## config.mk

```make
export PLATFORM = sky130hd
export DESIGN_NAME = lsu_rmw
export DESIGN_NICKNAME = d
export VERILOG_FILES = /design/src/rtl/lsu_rmw.sv
export SDC_FILE = /design/constraint.sdc
export NUM_CORES = 1
export LEC_CHECK = 0
export ABC_CLOCK_PERIOD_IN_PS = 6900
export CAP_MARGIN = 5
export CELL_PAD_IN_SITES_DETAIL_PLACEMENT = 0
export CELL_PAD_IN_SITES_GLOBAL_PLACEMENT = 1
export CORE_AREA = 2 2 225 183
export CTS_CLUSTER_SIZE = 40
export DETAILED_ROUTE_END_ITERATION = 16
export DIE_AREA = 0 0 227 185
export PLACE_DENSITY_LB_ADDON = 0.2
export REMOVE_ABC_BUFFERS = 1
export SLEW_MARGIN = 20
export SYNTH_ARGS = -nofsm -noshare
export SYNTH_HDL_FRONTEND = slang
export SYNTH_SLANG_ARGS = --single-unit
```

## constraint.sdc

```tcl
create_clock -name clk -period 6.9 [get_ports clk]
set_input_delay 1.035 -clock clk [delete_from_list [all_inputs] [get_ports clk]]
set_output_delay 1.035 -clock clk [all_outputs]
set_load 0.01 [all_outputs]
```

## src/rtl/lsu_rmw.sv

```systemverilog
`default_nettype none
// ============================================================================
// Module   : lsu_rmw
// Brief    : RV32I load/store unit. Sub-word stores use read-modify-write;
//            LSU_MISALIGN_EN enables word-crossing accesses (else misaligned = error).
// Revision : 1.0  initial release
// ============================================================================
module lsu_rmw (
    input  logic        clk,
    input  logic        reset,
    input  logic        req_valid,
    output logic        req_ready,
    input  logic        req_we,
    input  logic [2:0]  req_funct3,
    input  logic [31:0] req_addr,
    input  logic [31:0] req_wdata,
    output logic        resp_valid,
    output logic [31:0] resp_rdata,
    output logic        resp_err,
    output logic [31:0] mem_addr,
    output logic        mem_we,
    output logic [31:0] mem_wdata,
    input  logic [31:0] mem_rdata
);

    typedef enum logic [2:0] {
        S_IDLE = 3'd0,
        S_RD0  = 3'd1,
        S_RD1  = 3'd2,
        S_WR0  = 3'd3,
        S_WR1  = 3'd4,
        S_DONE = 3'd5
    } state_t;

    state_t      state_q, state_d;
    logic        we_q;
    logic [2:0]  funct3_q;
    logic [31:0] addr_q, wdata_q;
    logic [31:0] word0_q, word0_d, word1_q, word1_d;
    logic [31:0] rdata_q, rdata_d;
    logic        err_q, err_d;

    logic [1:0]  w_off;
    logic [2:0]  w_size;
    logic        w_cross;
    logic        w_req_err;
    logic        w_misalign;
    logic [31:0] w_addr_lo, w_addr_hi;
    logic [31:0] w_raw, w_load;
    logic [3:0]  w_bmask4;
    logic [7:0]  w_bmask8;
    logic [63:0] w_sdata64;
    logic [31:0] w_merge_lo, w_merge_hi;

    assign w_off     = addr_q[1:0];
    assign w_addr_lo = {addr_q[31:2], 2'b00};
    assign w_addr_hi = {addr_q[31:2] + 30'd1, 2'b00};

    always_comb begin
        w_size   = 3'd4;
        w_bmask4 = 4'b1111;
        case (funct3_q[1:0])
            2'b00:   begin w_size = 3'd1; w_bmask4 = 4'b0001; end
            2'b01:   begin w_size = 3'd2; w_bmask4 = 4'b0011; end
            default: begin w_size = 3'd4; w_bmask4 = 4'b1111; end
        endcase
    end

`ifdef LSU_MISALIGN_EN
    assign w_cross    = (({1'b0, w_off} + w_size) > 3'd4);
    assign w_misalign = 1'b0;
`else
    assign w_cross    = 1'b0;
    assign w_misalign = ((req_funct3[1:0] == 2'b01) && req_addr[0]) ||
                        ((req_funct3[1:0] == 2'b10) && (req_addr[1:0] != 2'b00));
`endif

    // Decode of the live request, only meaningful on the acceptance edge.
    assign w_req_err = (req_funct3 == 3'b011) || (req_funct3[2:1] == 2'b11) ||
                       (req_funct3[2] && req_we) || w_misalign;

    // Bytes arriving in this cycle feed the load result directly.
    assign word0_d = (state_q == S_RD0) ? mem_rdata : word0_q;
    assign word1_d = (state_q == S_RD1) ? mem_rdata : word1_q;
    assign w_raw   = 32'({word1_d, word0_d} >> {w_off, 3'b000});

    always_comb begin
        case (funct3_q)
            3'b000:  w_load = {{24{w_raw[7]}}, w_raw[7:0]};
            3'b001:  w_load = {{16{w_raw[15]}}, w_raw[15:0]};
            3'b100:  w_load = {24'd0, w_raw[7:0]};
            3'b101:  w_load = {16'd0, w_raw[15:0]};
            default: w_load = w_raw;
        endcase
    end

    assign w_bmask8  = {4'b0000, w_bmask4} << w_off;
    assign w_sdata64 = {32'd0, wdata_q} << {w_off, 3'b000};

    always_comb begin
        w_merge_lo = 32'd0;
        w_merge_hi = 32'd0;
        for (int i = 0; i < 4; i++) begin
            w_merge_lo[8*i +: 8] = w_bmask8[i]     ? w_sdata64[8*i +: 8]      : word0_q[8*i +: 8];
            w_merge_hi[8*i +: 8] = w_bmask8[i + 4] ? w_sdata64[32 + 8*i +: 8] : word1_q[8*i +: 8];
        end
    end

    always_comb begin
        state_d    = state_q;
        req_ready  = 1'b0;
        resp_valid = 1'b0;
        mem_addr   = 32'd0;
        mem_we     = 1'b0;
        mem_wdata  = 32'd0;
        rdata_d    = rdata_q;
        err_d      = err_q;
        case (state_q)
            S_IDLE: begin
                req_ready = 1'b1;
                if (req_valid) begin
                    if (w_req_err) begin
                        state_d = S_DONE;
                        rdata_d = 32'd0;
                        err_d   = 1'b1;
                    end else if (req_we && (req_funct3 == 3'b010) && (req_addr[1:0] == 2'b00)) begin
                        state_d = S_WR0;
                    end else begin
                        state_d = S_RD0;
                    end
                end
            end
            S_RD0: begin
                mem_addr = w_addr_lo;
                if (w_cross) begin
                    state_d = S_RD1;
                end else if (we_q) begin
                    state_d = S_WR0;
                end else begin
                    state_d = S_DONE;
                    rdata_d = w_load;
                    err_d   = 1'b0;
                end
            end
            S_RD1: begin
                mem_addr = w_addr_hi;
                if (we_q) begin
                    state_d = S_WR0;
                end else begin
                    state_d = S_DONE;
                    rdata_d = w_load;
                    err_d   = 1'b0;
                end
            end
            S_WR0: begin
                mem_addr  = w_addr_lo;
                mem_we    = 1'b1;
                mem_wdata = w_merge_lo;
                state_d   = w_cross ? S_WR1 : S_DONE;
                rdata_d   = 32'd0;
                err_d     = 1'b0;
            end
            S_WR1: begin
                mem_addr  = w_addr_hi;
                mem_we    = 1'b1;
                mem_wdata = w_merge_hi;
                state_d   = S_DONE;
                rdata_d   = 32'd0;
                err_d     = 1'b0;
            end
            S_DONE: begin
                resp_valid = 1'b1;
                state_d    = S_IDLE;
            end
            default: state_d = S_IDLE;
        endcase
    end

    always_ff @(posedge clk or posedge reset) begin
        if (reset) begin
            state_q  <= S_IDLE;
            we_q     <= 1'b0;
            funct3_q <= 3'd0;
            addr_q   <= 32'd0;
            wdata_q  <= 32'd0;
            word0_q  <= 32'd0;
            word1_q  <= 32'd0;
            rdata_q  <= 32'd0;
            err_q    <= 1'b0;
        end else begin
            state_q <= state_d;
            word0_q <= word0_d;
            word1_q <= word1_d;
            rdata_q <= rdata_d;
            err_q   <= err_d;
            if (req_valid && req_ready) begin
                we_q     <= req_we;
                funct3_q <= req_funct3;
                addr_q   <= req_addr;
                wdata_q  <= req_wdata;
            end
        end
    end

    assign resp_rdata = rdata_q;
    assign resp_err   = err_q;

endmodule
`default_nettype wire

```

==> metrics.csv <==
stage,metric,value,unit
run_status,outcome,finished clean,
worst_setup_path,CP required,5.86,ns
finish,Area growth syn-to-layout,31.47,%
clock_network,sinks on the clock net,168,
grt,vias in the first global route,8074,
finish,layout cells sized above 1,18.86,%
synth,top_reg_cell synth,dfrtp_1,
synth,Syn Area/Cell,10.17,µm²
clock_network,CTS buffer count,17,
flow_run,max cap viols,0,
floorplanning,# IOs,203,
worst_setup_path,nature of the critical path startpoint,flop,
timing,final total negative setup slack,0,ns
finish,filler-free cell count of the finished design,1689,
pwr,leakage dissipation,5.197,nW
clock_network,H-tree levels,4,
clock_network,post-CTS setup buffers,0,
drt,Iter 0 DRT Violations,584,
timing,final setup vio count,0,
clock_network,root buffer cell,clkbuf_16,
min_path,Hold Path Class,reg2reg,
pwr,Worst VDD drop,0.1933,mV
synth,Gate Count Post-Synth,968,
worst_setup_path,CP endpoint kind,primary output,
synth,share of the synthesized area in the top cell type,42.70,%
synth,Synth top cells by count,"dfrtp_1 (168), mux2_2 (123), nand2_1 (104)",
timing,Final period util,71.06,%
timing,Rel. slew slack,26.57,%
timing,Hold Fails Final Rpt,0,
worst_setup_path,CP max FO,24,
finish,FF/Latch Area,4209,µm²
drt,DRC Markers,0,
synth,ys async rst share,100.0,%
grt,initial antenna violation count,0,
floorplanning,core area,39970,µm²
pwr,power per cell area,510.0,nW/µm²
clock_network,Clock transition at path regs,0.07,ns
pwr,Total Power,6.601,mW
clock_network,clk buf depth,2,
timing,Slew @ Worst Pin,1.099,ns
drt,via count of the routed design,8347,
timing,min cycle time layout,4.903,ns
floorplanning,# rows,66,
finish,Fillers,4117,
timing,Fmax achieved,0.2040,GHz
timing,final number of max-transition violations,0,
grt,global route overflow,0,
clock_network,CTS resizes,0,
synth,synth top area cells,"dfrtp_1 (43%), mux2_2 (14%), mux2i_1 (4.9%)",
synth,library cells used by synthesis,62,
worst_setup_path,critical setup path kind,reg2out,
synth,post-synth top area cell,dfrtp_1,
drt,post-route ant nets,0,
finish,area of the multi-input gates,5179,µm²
place,post-DP HPWL,25780,µm
worst_setup_path,WP data arrival,3.87,ns
finish,fin util,32.38,%
finish,nets@finish,1236,
place,Port-buffer cells,200,
place,placed cells,1657,
floorplanning,Initial Utilization,24.63,%
synth,synthesized area,9844,µm²
synth,Yosys warning total,0,
grt,first-pass GRT wire length,54500,µm
floorplanning,Die X,227,µm
synth,number of flops mapped to enable cells by yosys,0,
synth,most numerous cell in the Yosys netlist,dfrtp_1,
finish,n_diodes,0,
place,GPL Wtd Cong,0.7772,
drt,WL per Instance,21.82,µm
clock_network,clock tree from TritonCTS,yes,
drt,WL final,36850,µm
grt,largest net degree at the start of global routing,86,
timing,unrepaired setup endpoints after global routing,no,
floorplanning,DIE HEIGHT,185,µm
timing,clk_skew,0.01499,ns
synth,sequential share of the synthesized area,42.70,%
clock_network,worst skew pair latency,0.44,ns
clock_network,count of hold-fix buffers inserted at cts,0,
drt,vias per cell,4.942,
drt,DRT Pass-1 Iters,5,
synth,Yosys reg bits,168,
grt,gr usage total,17.64,%
floorplanning,die area,42000,µm²
[metal layers]
layer  up-vias  global-route usage, %  wire length [µm]
li1       3924                      -                 -
met3        14                  2.839              1472
met1      4217                  26.62             18640
met2       192                  26.53             16440
met5         -                      0                 0
met4         0                  3.190               307
[cells in the final DEF, fill, tap and decap left out, types with 3 or more instances in the layout]
cell	synthesis	routed
o21ai_0	61	61
clkdlybuf4s50_1	0	200
nand2b_1	7	7
a41oi_1	3	3
a22oi_1	15	15
a21oi_1	40	39
inv_6	0	8
mux2_2	123	123
nand4_1	16	16
dfrtp_1	168	166
inv_1	30	28
and3_1	7	7
and4_1	4	4
o32ai_1	3	3
mux2i_2	7	7
xnor2_1	4	4
nand2_1	104	104
a2111o_1	7	7
nor3b_2	2	4
a31oi_1	11	11
buf_4	8	22
a211oi_1	15	15
nor3_1	11	10
nor2b_1	14	14
o211ai_1	36	36
mux4_2	10	10
a22o_1	9	9
nand3_1	22	22
mux2i_1	48	48
o41ai_1	4	4
or2_2	3	3
o211a_1	7	7
o22ai_1	25	25
clkbuf_16	0	17
o31ai_1	5	5
nor2_1	37	36
[state kept, by name, summed over array words and instances, names as in the netlist]
register	cells
addr_q	32
resp_rdata	32
wdata_q	32
word0_q	32
word1_q	32
funct3_q	3
state_q	3
resp_err	1
we_q	1
[where the power goes]
| part | switching [mW] | leakage [nW] | internal, mW |
|---|---|---|---|
| logic | 1.94 | 2.84 | 1.68 |
| registers | 0.529 | 2.08 | 1.45 |
| clock network | 0.459 | 0.282 | 0.546 |
| total | 2.93 | 5.20 | 3.67 |
[path summary, 6_finish.rpt]
| path | to | from | cells after the start | slack, ns |
|---|---|---|---|---|
| min | resp_rdata[7]$_DFFE_PP0P_ | resp_rdata[7]$_DFFE_PP0P_ | 2 | 0.48 |
| min reg2reg | resp_rdata[7]$_DFFE_PP0P_ | resp_rdata[7]$_DFFE_PP0P_ | 2 | 0.48 |
| min in group asynchronous | wdata_q[9]$_DFFE_PP0P_ | reset | 2 | 1.16 |
| max reg2reg | resp_rdata[28]$_DFFE_PP0P_ | addr_q[1]$_DFFE_PP0P_ | 5 | 3.71 |
| max in group asynchronous | resp_rdata[13]$_DFFE_PP0P_ | reset | 3 | 4.57 |
| max | mem_wdata[20] | addr_q[0]$_DFFE_PP0P_ | 7 | 2.00 |
[cells by family (layout without fill, tap and decap cells)]
kind of cell	Yosys count	after routing	synth area share, %
compound gates	252	252	17.13
simple gates	243	243	11.99
mux	189	189	22.45
flops	168	168	42.70
buf+inv	108	284	5.033
xor+xnor	6	6	0.5338
fa+ha+maj	1	1	0.1271
other cells	1	2	0.03809
[cell type report]
type,count,area share [%]
Clock buffer,19,3.345
Sequential cell,168,32.52
Clock inverter,13,1.208
Timing Repair Buffer,222,16.74
Multi-Input combinational cell,693,40.01
Inverter,30,0.9087
Tap cell,544,5.259
[metrics by stage]
step	hold WS, ns	setup slack, ns	instance area, µm²
detailed placement	0.4793	2.424	12350
floorplan	0.4806	0.5696	9465
global route	0.5156	1.859	12940
finish	0.4849	1.997	12940
global placement	0.4653	2.460	12350
CTS	0.4951	1.958	12940
[critical path, cell delays in order (launching register included)]
cell and delay (ns):
dfrtp_2 0.71, buf_4 0.40, a21oi_1 0.11, o21bai_1 0.83, buf_4 0.31, o21ai_0 0.09, o22ai_1 0.36, clkdlybuf4s50_1 0.62
Power figures use the tool's default switching activity.
